===== src/rtl/mdu_hilo.sv =====
`default_nettype none
// ============================================================================
// Module   : mdu_hilo
// Brief    : Radix-2 iterative multiply/divide unit owning the HI/LO pair.
//            Optional MDU_DIV0_FLAG_EN adds the div_by_zero output.
// Revision : 1.0 - initial release
// ============================================================================
module mdu_hilo #(
   parameter int WIDTH = 32,
   parameter int CNT_W = 6
) (
   input  logic             clk,
   input  logic             reset,
   input  logic             start,
   input  logic [1:0]       op,
   input  logic [WIDTH-1:0] rs_val,
   input  logic [WIDTH-1:0] rt_val,
   input  logic             mthi,
   input  logic             mtlo,
   input  logic [WIDTH-1:0] wr_data,
   output logic             busy,
   output logic             done,
   output logic [WIDTH-1:0] hi,
   output logic [WIDTH-1:0] lo
`ifdef MDU_DIV0_FLAG_EN
   ,
   output logic             div_by_zero
`endif
);

   typedef enum logic [0:0] {
      S_IDLE = 1'b0,
      S_RUN  = 1'b1
   } state_t;

   state_t             state_q, state_d;
   logic [CNT_W-1:0]   cnt_q, cnt_d;
   logic [2*WIDTH-1:0] acc_q, acc_d;
   logic [WIDTH-1:0]   m_q, m_d;
   logic [WIDTH-1:0]   hi_q, hi_d;
   logic [WIDTH-1:0]   lo_q, lo_d;
   logic               is_div_q, is_div_d;
   logic               neg_q, neg_d;
   logic               rneg_q, rneg_d;
   logic               div0_q, div0_d;
   logic               done_q, done_d;

   logic               rs_neg, rt_neg;
   logic [WIDTH-1:0]   rs_mag, rt_mag;
   logic [WIDTH:0]     mul_sum;
   logic [WIDTH:0]     div_trial;
   logic [2*WIDTH-1:0] step;
   logic [2*WIDTH-1:0] prod_fix;
   logic [WIDTH-1:0]   quo_fix, rem_fix;
   logic               last_iter;

   assign rs_neg = ~op[0] & rs_val[WIDTH-1];
   assign rt_neg = ~op[0] & rt_val[WIDTH-1];
   assign rs_mag = rs_neg ? -rs_val : rs_val;
   assign rt_mag = rt_neg ? -rt_val : rt_val;

   // acc holds {partial product, multiplier} for mul, {remainder, quotient} for div
   assign mul_sum   = {1'b0, acc_q[2*WIDTH-1:WIDTH]} + ({1'b0, m_q} & {(WIDTH+1){acc_q[0]}});
   assign div_trial = {acc_q[2*WIDTH-1:WIDTH], acc_q[WIDTH-1]} - {1'b0, m_q};

   always_comb begin
      step = {mul_sum, acc_q[WIDTH-1:1]};
      if (is_div_q) begin
         if (div_trial[WIDTH]) step = {acc_q[2*WIDTH-2:0], 1'b0};
         else                  step = {div_trial[WIDTH-1:0], acc_q[WIDTH-2:0], 1'b1};
      end
   end

   assign prod_fix  = neg_q  ? -step : step;
   assign quo_fix   = neg_q  ? -step[WIDTH-1:0] : step[WIDTH-1:0];
   assign rem_fix   = rneg_q ? -step[2*WIDTH-1:WIDTH] : step[2*WIDTH-1:WIDTH];
   assign last_iter = (cnt_q == CNT_W'(WIDTH-1));

   always_comb begin
      state_d  = state_q;
      cnt_d    = cnt_q;
      acc_d    = acc_q;
      m_d      = m_q;
      hi_d     = hi_q;
      lo_d     = lo_q;
      is_div_d = is_div_q;
      neg_d    = neg_q;
      rneg_d   = rneg_q;
      div0_d   = div0_q;
      done_d   = 1'b0;
      case (state_q)
         S_IDLE: begin
            if (start) begin
               is_div_d = op[1];
               neg_d    = rs_neg ^ rt_neg;
               rneg_d   = rs_neg;
               div0_d   = op[1] & ~|rt_val;
               cnt_d    = '0;
               state_d  = S_RUN;
               if (op[1]) begin
                  m_d   = rt_mag;
                  acc_d = {{WIDTH{1'b0}}, rs_mag};
               end else begin
                  m_d   = rs_mag;
                  acc_d = {{WIDTH{1'b0}}, rt_mag};
               end
            end else begin
               if (mthi) hi_d = wr_data;
               if (mtlo) lo_d = wr_data;
            end
         end
         S_RUN: begin
            acc_d = step;
            cnt_d = cnt_q + 1'b1;
            if (last_iter) begin
               state_d = S_IDLE;
               cnt_d   = '0;
               done_d  = 1'b1;
               if (!is_div_q) begin
                  hi_d = prod_fix[2*WIDTH-1:WIDTH];
                  lo_d = prod_fix[WIDTH-1:0];
               end else begin
                  // remainder path already reproduces rs_val when divisor is zero
                  hi_d = rem_fix;
                  lo_d = div0_q ? {WIDTH{1'b1}} : quo_fix;
               end
            end
         end
         default: state_d = S_IDLE;
      endcase
   end

   always_ff @(posedge clk or negedge reset) begin
      if (!reset) begin
         state_q  <= S_IDLE;
         cnt_q    <= '0;
         acc_q    <= '0;
         m_q      <= '0;
         hi_q     <= '0;
         lo_q     <= '0;
         is_div_q <= 1'b0;
         neg_q    <= 1'b0;
         rneg_q   <= 1'b0;
         div0_q   <= 1'b0;
         done_q   <= 1'b0;
      end else begin
         state_q  <= state_d;
         cnt_q    <= cnt_d;
         acc_q    <= acc_d;
         m_q      <= m_d;
         hi_q     <= hi_d;
         lo_q     <= lo_d;
         is_div_q <= is_div_d;
         neg_q    <= neg_d;
         rneg_q   <= rneg_d;
         div0_q   <= div0_d;
         done_q   <= done_d;
      end
   end

   assign busy = (state_q == S_RUN);
   assign done = done_q;
   assign hi   = hi_q;
   assign lo   = lo_q;

`ifdef MDU_DIV0_FLAG_EN
   logic dz_q;

   always_ff @(posedge clk or negedge reset) begin
      if (!reset) dz_q <= 1'b0;
      else        dz_q <= done_d & div0_q;
   end

   assign div_by_zero = dz_q;
`endif

endmodule
`default_nettype wire


===== config.mk =====
export PLATFORM = sky130hd
export DESIGN_NAME = mdu_hilo
export DESIGN_NICKNAME = d
export VERILOG_FILES = /design/src/rtl/mdu_hilo.sv
export SDC_FILE = /design/constraint.sdc
export NUM_CORES = 1
export LEC_CHECK = 0
export CAP_MARGIN = 20
export CORE_MARGIN = 2
export CORE_UTILIZATION = 60
export CTS_BUF_LIST = sky130_fd_sc_hd__clkbuf_2
export DETAILED_ROUTE_END_ITERATION = 6
export PLACE_DENSITY = 0.82
export SLEW_MARGIN = 10
export SYNTH_ARGS = -nofsm -noshare
export SYNTH_HDL_FRONTEND = slang
export SYNTH_SLANG_ARGS = --single-unit

===== constraint.sdc =====
create_clock -name clk -period 12.9 [get_ports clk]
set_input_delay 3.225 -clock clk [delete_from_list [all_inputs] [get_ports clk]]
set_output_delay 3.225 -clock clk [all_outputs]
set_load 0.02 [all_outputs]

Word-level counts from Yosys, hierarchy flattened
Cells that the tools add are included.
{"block": "op_classes", "addsub": 8, "n_eq_ne": 6, "mux": 30, "bitwise": 7, "reduce_logical": 5}
{"operator": "two-way mux 32 bit", "count": 15}
{"operator": "two-way mux 64 bit", "count": 4}
{"operator": "negation 32 bit", "count": 4}
{"operator": "case mux 32 bit (2 select lines)", "count": 2}
{"operator": "case mux 64 bit (2 select lines)", "count": 1}
{"operator": "negation 64 bit", "count": 1}
{"operator": "adder 32 x 33 -> 33 bit", "count": 1}
{"operator": "AND 32 x 33 -> 33 bit", "count": 1}
{"operator": "subtractor 33 x 32 -> 33 bit", "count": 1}
{"operator": "OR reduction 32 bit", "count": 1}
{"operator": "two-way mux 6 bit", "count": 2}
{"operator": "case mux 6 bit (2 select lines)", "count": 1}
{"operator": "!= test 2 bit (second input constant)", "count": 4}
{"operator": "adder 6 x 1 -> 6 bit (second input constant)", "count": 1}
{"operator": "== test 6 x 5 -> 1 bit (second input constant)", "count": 1}
{"operator": "AND reduction 3 bit", "count": 2}
{"operator": "two-way mux 1 bit", "count": 4}
{"operator": "AND 1 bit", "count": 3}
{"operator": "!= test 2 x 1 -> 1 bit (second input constant)", "count": 1}
{"operator": "inverter 1 bit", "count": 2}
{"operator": "case mux 1 bit (2 select lines)", "count": 1}
{"operator": "AND reduction 2 bit", "count": 1}
{"operator": "logical NOT 1 bit", "count": 1}
{"operator": "bitwise XOR 1 bit", "count": 1}
{"block": "word_totals", "regBits": 172, "in_bits": 103, "out_inout_bits": 66, "elab_cells": 67}

Longest topological paths before layout
Gate-level depths: netlist of run 1.
{"block": "depth", "ltp_word": 9, "depth_mapped": 26, "depth_no_buf": 25}

Least setup slack after synthesis of run 1
OpenSTA, ideal clock, no wires.
{"block": "synth_path", "path_kind": "input to register", "start": "input port rs_val[6]", "end": "register acc_q[29]", "setup_ns": 0.137, "arrival_ns": 5.419, "required_time_ns": 12.763, "path_slack_ns": 7.344, "path_stages": 10, "n_path_buf": 0, "path_cell_list": "nor4_1 and2_1 nand2_1 nor4_1 nand3_1 o41ai_1 xor2_1 a211oi_1 a211oi_1 a21oi_1"}
{"block": "synth_via", "elab_chain_cells": 5}
{"element": "from (decl)", "line_no": "16", "text": "input logic [WIDTH-1:0] rs_val,"}
{"element": "negation 32 bit", "line_no": "59", "text": "assign rs_mag = rs_neg ? -rs_val : rs_val;"}
{"element": "two-way mux 32 bit", "line_no": "59"}
{"element": "two-way mux 32 bit", "line_no": "100", "text": "if (op[1]) begin"}
{"element": "two-way mux 64 bit", "line_no": "93", "text": "if (start) begin"}
{"element": "case mux 64 bit (2 select lines)", "line_no": "91", "text": "case (state_q)"}
{"element": "to (signal assigned)", "line_no": "137", "text": "acc_q <= '0;"}
{"element": "to (signal assigned)", "line_no": "149", "text": "acc_q <= acc_d;"}
{"element": "to (decl)", "line_no": "38", "text": "logic [2*WIDTH-1:0] acc_q, acc_d;"}
Every way passes these cells. The select of a mux whose other input is x is not followed.
A chain may end at the register's enable or synchronous reset.

Worst setup path after layout of run 1
{"block": "layout_path", "start": "register acc_q[31]", "end": "register hi_q[6], in the netlist hi[6]"}
{"block": "layout_via", "elab_chain_cells": 8, "word_cells_on_any_way": 10, "cone_classes": "add/sub (3); mux (7)"}
{"element": "subtractor 33 x 32 -> 33 bit", "line_no": "64", "text": "assign div_trial = {acc_q[2*WIDTH-1:WIDTH], acc_q[WIDTH-1]} - {1'b0, m_q};"}
{"element": "two-way mux 64 bit", "line_no": "69", "text": "if (div_trial[WIDTH]) step = {acc_q[2*WIDTH-2:0], 1'b0};"}
{"element": "two-way mux 64 bit (*)", "line_no": "68", "text": "if (is_div_q) begin"}
{"element": "negation 64 bit / negation 32 bit (equally long branches)", "line_no": "74, 76"}
{"element": "two-way mux 64 bit / two-way mux 32 bit (equally long branches)", "line_no": "74, 76"}
{"element": "two-way mux 32 bit (*)", "line_no": "119", "text": "if (!is_div_q) begin"}
{"element": "two-way mux 32 bit (*)", "line_no": "115", "text": "if (last_iter) begin"}
{"element": "case mux 32 bit (2 select lines) (*)", "line_no": "91"}
{"element": "to (signal assigned)", "line_no": "151", "text": "hi_q <= hi_d;"}
{"element": "to (decl)", "line_no": "40", "text": "logic [WIDTH-1:0] hi_q, hi_d;"}
Every way passes the cells marked *; elsewhere a longest branch is shown, timed or not. The select of a mux whose other input is x is not followed.

==> impl_metrics.toml, run 1 <==
[run_status]
run_status = "finished, final reports clean"

[floorplan]
floorplan.rows = 60
fp.dieArea_sq_mm = 0.0284
die_width_um = 169
die_h_um = 169
ios = 169
starting_density_pct = 60.7
coreArea_sq_mm = 0.0268

[worst_setup_path]
reg2reg_from = "acc_q[31]"
worst_ep_required_time_ns = 13.71
cp-end-kind = "flip-flop"
crit-reg2reg-capture = "hi[6]"
rrSetupSlack_ns = 6.09
crit_path_start_kind = "flip-flop"
cp_max_fo = 19
criticalPathCategory = "reg2reg"
worst_ep_arrival_time_ns = 7.62
critical-path-top-cell-by-count = "inv_1"
critPathLaunch = "acc_q[31]"
critical_path.max_stage_delay_ns = 0.62
crit_path_top_delay_cell = "or4b_1"
ff2ff_path_depth = 26
critPathCapture = "hi[6]"

[drt]
drtIter0Drc = 2548
route.detailed.wl_per_inst_um = 24.3
routed_vias_inst = 6.90
route.met3.wl_um = 6900
finalWirelength_um = 62900
m1WireLength_um = 24200
post_route_drc = 0
highest-signal-layer = "met5"
final_antenna_net_count = 0
met2_wirelength_um = 27100
detailroute.via_count = 17900
drt-pass1-iter-count = 7

[synthesis]
async_reset_ff_share_pct = 100
ys.warnings.count = 0
synthMuxAreaShare_pct = 3.44
synth_simple_gate_area_share_pct = 21.5
post_synth_fa_ha_maj_area_fraction_pct = 5.55
synthesis.instances = 2157
yosysSeqAreaShare_pct = 26.5
synth_top_family_by_area = "compound AO/OA/AOI/OAI gates"
synth_area_per_cell_sq_um = 7.54
syn-num-nets = 2331
synth_enable_flop_cells = 0
synth.ff_latch_count = 172
netlist-cell-type-count = 89
synth_compound_area_share_pct = 29.7
synthFlopType = "dfrtp_1"
synthXorXnorAreaFrac_pct = 8.67
post_synth_instance_area_sq_mm = 0.0163

[grt]
grt.overflow.total = 0
number_of_antenna_violations_at_the_first_check_in_global_routing = 3
grt_pass1_wl_um = 94500
grt_usage_pct = 43.4
grt_start_max_net_pins = 107
number_of_global_route_vias_before_repair = 16500

[place]
gp_congestion = 1.07
dp.final_hpwl_um = 49300
detailedPlace.worstSlack_ns = 6.22
numPortBuffers = 168

[worst_hold_path]
hold_class = "reg2reg"

[timing]
timing.slew.headroom_pct = 30.9
finalHoldViolations = 0
final-setup-viol-count = 0
rsz0062_at_grt = "false"
setup_tns_ns = 0
timing_max_transition_violations_final = 0
slew_at_the_pin_closest_to_its_max_slew_limit_ns = 1.03
clock_period_minus_final_worst_setup_slack_ns = 6.81
finalCritPeriodShare_pct = 52.8
achievable-frequency_mhz = 147
final.setup.worst_slack_ns = 6.09
final.setup_skew_ns = 0.0567
hold_ws_ns = 0.521

[clock_network]
postCtsSetupBuffers = 0
clock-root-buffer = "clkbuf_2"
clock_tree.htree_level_count = 4
worst_skew_pair.late_latency_ns = 0.90
cts_hold_buf = 0
clkTransAtPathRegs_ns = 0.30
tritoncts.num_buffers = 17
tritoncts = "built"
post_cts_resized = 0
cts.sinks = 172
cts-root-to-sink-buffers = 2

[power]
power_leakage_nw = 7.48
p_total_mw = 5.38
cellPowerDensity_mw_per_mm2 = 294
peakVddDrop_mv = 0.120

[cells_and_area]
syn2layout_area_growth_pct = 12.4
register_area_sq_mm = 0.00431
most_frequent_cells_in_the_layout = "243 x nand2_1, 230 x o21ai_0, 209 x a21oi_1"
layout.filler_cells = 2317
fin_nets = 2411
multiInputGateArea_sq_mm = 0.0112
drive_gt1_share_pct = 4.49
layout.cells.most_common = "nand2_1"

[job]
timing.max_cap.violations = 0
## how the worst min path moves through the flow
stage,start,to,slack (ns),cells past startpoint
after global routing,lo[4],lo[4],0.55,2
after detailed placement,lo[27],lo[27],0.47,2
final,lo[27],lo[27],0.52,2
after global placement,hi[20],hi[20],0.46,2
after CTS,lo[27],lo[27],0.52,2
after floorplan,cnt_q[5],cnt_q[5],0.46,1
## synth_stat cells (37+ instances only)
cell,instances,area [sq um]
a21oi_1,211,1060
inv_1,64,240
a211oi_1,63,473
nand2_1,243,912
dfrtp_1,172,4300
nor2_1,162,608
mux2i_1,48,480
o21ai_0,230,1150
xor2_1,89,780
xnor2_1,72,631
clkbuf_1,106,398
ha_1,69,863
and2_1,39,244
nor3_1,65,325
o211ai_1,37,278
## stage by stage
step	area, sq um	std cells	utilization [%]
floorplan	16300	2157	-
global placement	18000	2557	67.3
detailed placement	18100	2558	67.4
CTS	18300	2590	68.2
global route	18300	2592	68.2
finish	18300	2593	68.2
## cell families (layout without fill, tap and decap cells)
group / count (synthesis) / after routing
buf+inv: 195 / 288
compound gates: 778 / 778
simple gates: 725 / 725
flops: 172 / 172
fa+ha+maj: 71 / 71
xor+xnor: 161 / 161
other cells: 0 / 2
mux: 55 / 55
## cell type report
| class | count | share of cell area (%) |
|---|---|---|
| clock buffer | 17 | 0.465 |
| inverter | 65 | 1.33 |
| tap | 341 | 2.33 |
| sequential | 172 | 23.6 |
| timing repair buffer | 191 | 10.1 |
| clock inverter | 15 | 0.726 |
| antenna | 2 | 0.0274 |
| multi-input combinational | 1790 | 61.4 |
## critical path: cells and delay by family, from the launching register on
family	cells	cell delay [ns]
AND/OR/NAND/NOR	9	2.65
AO/OA/AOI/OAI	9	2.22
adder cells (fa/ha/maj)	3	0.77
flip-flops	1	0.50
buffers and inverters	4	0.43
XOR/XNOR	1	0.18
## metal layers
layer / global-route usage, % / up-vias
met5: 0 / -
met4: 28.0 / 2
met3: 9.89 / 263
met2: 65.8 / 1168
met1: 55.9 / 8390
li1: - / 8064
## sequential cells by signal, summed over array words and instances (netlist names)
register	flops
acc_q	64
hi	32
lo	32
m_q	32
cnt_q	6
busy	1
div0_q	1
done	1
is_div_q	1
neg_q	1
rneg_q	1
## power by group
group	internal [mW]	switching [mW]
clock network	0.0604	0.234
registers	0.765	0.298
logic	1.44	2.58
total	2.26	3.11
No activity file was read; power rests on OpenSTA's default activity.
==> inputs of run 2 (changes only) <==
CORE_UTILIZATION = 54   (was 60)
PLACE_DENSITY = 0.78   (was 0.82)
clock period = 6.2 ns   (was 12.9 ns; I/O delays follow)
==> impl_metrics.toml, run 2 (synthesis results as in run 1) <==
[timing]
final-setup-viol-count = 0
hold_ws_ns = 0.524
achievable-frequency_mhz = 171
timing.slew.headroom_pct = 32.3
final.setup.worst_slack_ns = 0.360
final.setup_skew_ns = 0.0599
finalCritPeriodShare_pct = 94.2
slew_at_the_pin_closest_to_its_max_slew_limit_ns = 1.01
finalHoldViolations = 0
timing_max_transition_violations_final = 0
clock_period_minus_final_worst_setup_slack_ns = 5.84

[cells_and_area]
syn2layout_area_growth_pct = 14.6
most_frequent_cells_in_the_layout = "243 x nand2_1, 230 x o21ai_0, 209 x a21oi_1"
fin_nets = 2443
max_flop_register = "acc_q"
final-instance-count-excl-fill = 2675
max_ffs_per_register = 64
layout.cells.most_common = "nand2_1"
drive_gt1_share_pct = 6.13
postLayoutCellArea_sq_mm = 0.0186

[drt]
drt-pass1-iter-count = 7
drtIter0Drc = 2470
final_antenna_net_count = 0
routed_vias_inst = 6.70
route.detailed.wl_per_inst_um = 24.7
finalWirelength_um = 66200
post_route_drc = 4
detailroute.via_count = 17900

[power]
share_seq_of_total_power_pct = 18.8
total_net_switching_power_mw = 6.61
clkPwrFrac_pct = 5.2
power_leakage_nw = 7.63
peakVddDrop_mv = 0.277
p_sw_share_pct = 57.6
cellPowerDensity_mw_per_mm2 = 615
p_total_mw = 11.5
cell_internal_power_mw = 4.86
combPwrFrac_pct = 76.0

[grt]
grt_usage_pct = 41.3
grt.overflow.total = 0
number_of_antenna_violations_at_the_first_check_in_global_routing = 4
number_of_global_route_vias_before_repair = 16600
grt_pass1_wl_um = 98200
grt_start_max_net_pins = 84

[floorplan]
coreArea_sq_mm = 0.0296
starting_density_pct = 54.9
floorplan.rows = 63
ios = 169
die_width_um = 178
die_h_um = 178
fp.dieArea_sq_mm = 0.0315

[worst_setup_path]
critical-path-top-cell-by-count = "inv_1"
cp_max_fo = 7
critical_path.max_stage_delay_ns = 0.61
crit_path_start_kind = "flip-flop"
worst_ep_arrival_time_ns = 6.61
timing.critical_path.max_delay_family = "simple AND/OR/NAND/NOR gates"
reg2reg_from = "acc_q[31]"
crit_path_top_delay_cell = "or4b_1"
cp-end-kind = "flip-flop"
critPathLaunch = "acc_q[31]"
worst_ep_required_time_ns = 6.97
critical_path_buf_inv_count = 4
criticalPathCategory = "reg2reg"

[run_status]
violations_in_the_final_reports = "design-rule violations"
run_status = "finished with violations"

[job]
timing.max_cap.violations = 0

[worst_hold_path]
min_from = "lo[23]"
hold_class = "reg2reg"

[place]
dpl-instance-area_sq_mm = 0.0184
dp.final_hpwl_um = 52200
detailedPlace.worstSlack_ns = 0.245
gp_congestion = 1.05
numPortBuffers = 168
place.detailed.instances = 2638

[clock_network]
post_cts_resized = 0
worst_skew_pair.late_latency_ns = 0.83
clock-root-buffer = "clkbuf_2"
tritoncts.num_buffers = 17
clock_tree.htree_level_count = 4
clkTransAtPathRegs_ns = 0.31
tritoncts = "built"
cts.sinks = 172
cts-root-to-sink-buffers = 2
cts_hold_buf = 0
postCtsSetupBuffers = 0
[run 2: cell count changes in the layout (fill, tap and decap cells not counted), moves of 2 or more]
cell	previous run	this run
inv_8	5	3
buf_8	0	3
o21ai_1	6	4
clkinvlp_4	1	4
clkinv_4	3	1
buf_4	21	52
o21ai_2	2	4
[run 2: layout make-up]
type,instances,area [sq um]
inverters,65,244
clock inverters,15,133
flip-flops and latches,172,4310
well taps,390,488
fillers,2723,11000
clock buffers,17,85.1
multi-input cells,1790,11300
repair buffers,223,2110
diodes,3,7.51
[run 2: metal layers]
layer | vias up | track usage, % | share of wire (%)
met5 | - | 0 | 0
li1 | 8116 | - | -
met3 | 239 | 10.4 | 11
met1 | 8446 | 53.3 | 39
met4 | 0 | 24.7 | 6.9
met2 | 1126 | 62.3 | 43
[run 2: per-stage QoR]
step	utilization [%]	TNS [ns]
after floorplan	-	0
after global placement	61.9	0
after detailed placement	61.9	0
after CTS	62.7	0
after global routing	62.9	-0.0297
final	62.9	0
[run 2: worst paths after layout]
| kind | end | slack [ns] | depth (start not counted) |
|---|---|---|---|
| hold / removal | lo[23] | 0.52 | 2 |
| min in group asynchronous | cnt_q[1] | 0.71 | 1 |
| hold reg to reg | lo[23] | 0.52 | 2 |
| setup reg to reg | hi[2] | 0.36 | 25 |
| max in group asynchronous | is_div_q | 4.17 | 2 |
| setup / recovery | hi[2] | 0.36 | 25 |
[run 2: power groups by stage]
| stage | combinational (mW) | clock [mW] | sequential, mW |
|---|---|---|---|
| global placement | 8.22 | 0 | 2.15 |
| CTS | 8.34 | 0.596 | 2.15 |
| global route | 9.27 | 0.639 | 2.21 |
| finish | 8.71 | 0.601 | 2.16 |
| floorplan | 5.38 | 0 | 2.14 |
| detailed placement | 8.29 | 0 | 2.18 |
[run 2: worst register-to-register path: cells and delay by family, from the launching register on]
| family | cells | cell delay [ns] |
|---|---|---|
| buffers and inverters | 4 | 0.42 |
| AOI/OAI and AO/OA | 9 | 1.64 |
| muxes | 1 | 0.10 |
| adders and majority gates | 3 | 0.66 |
| and+or+nand+nor | 7 | 2.31 |
| DFF | 1 | 0.48 |
| xor gates and xnor gates | 1 | 0.21 |
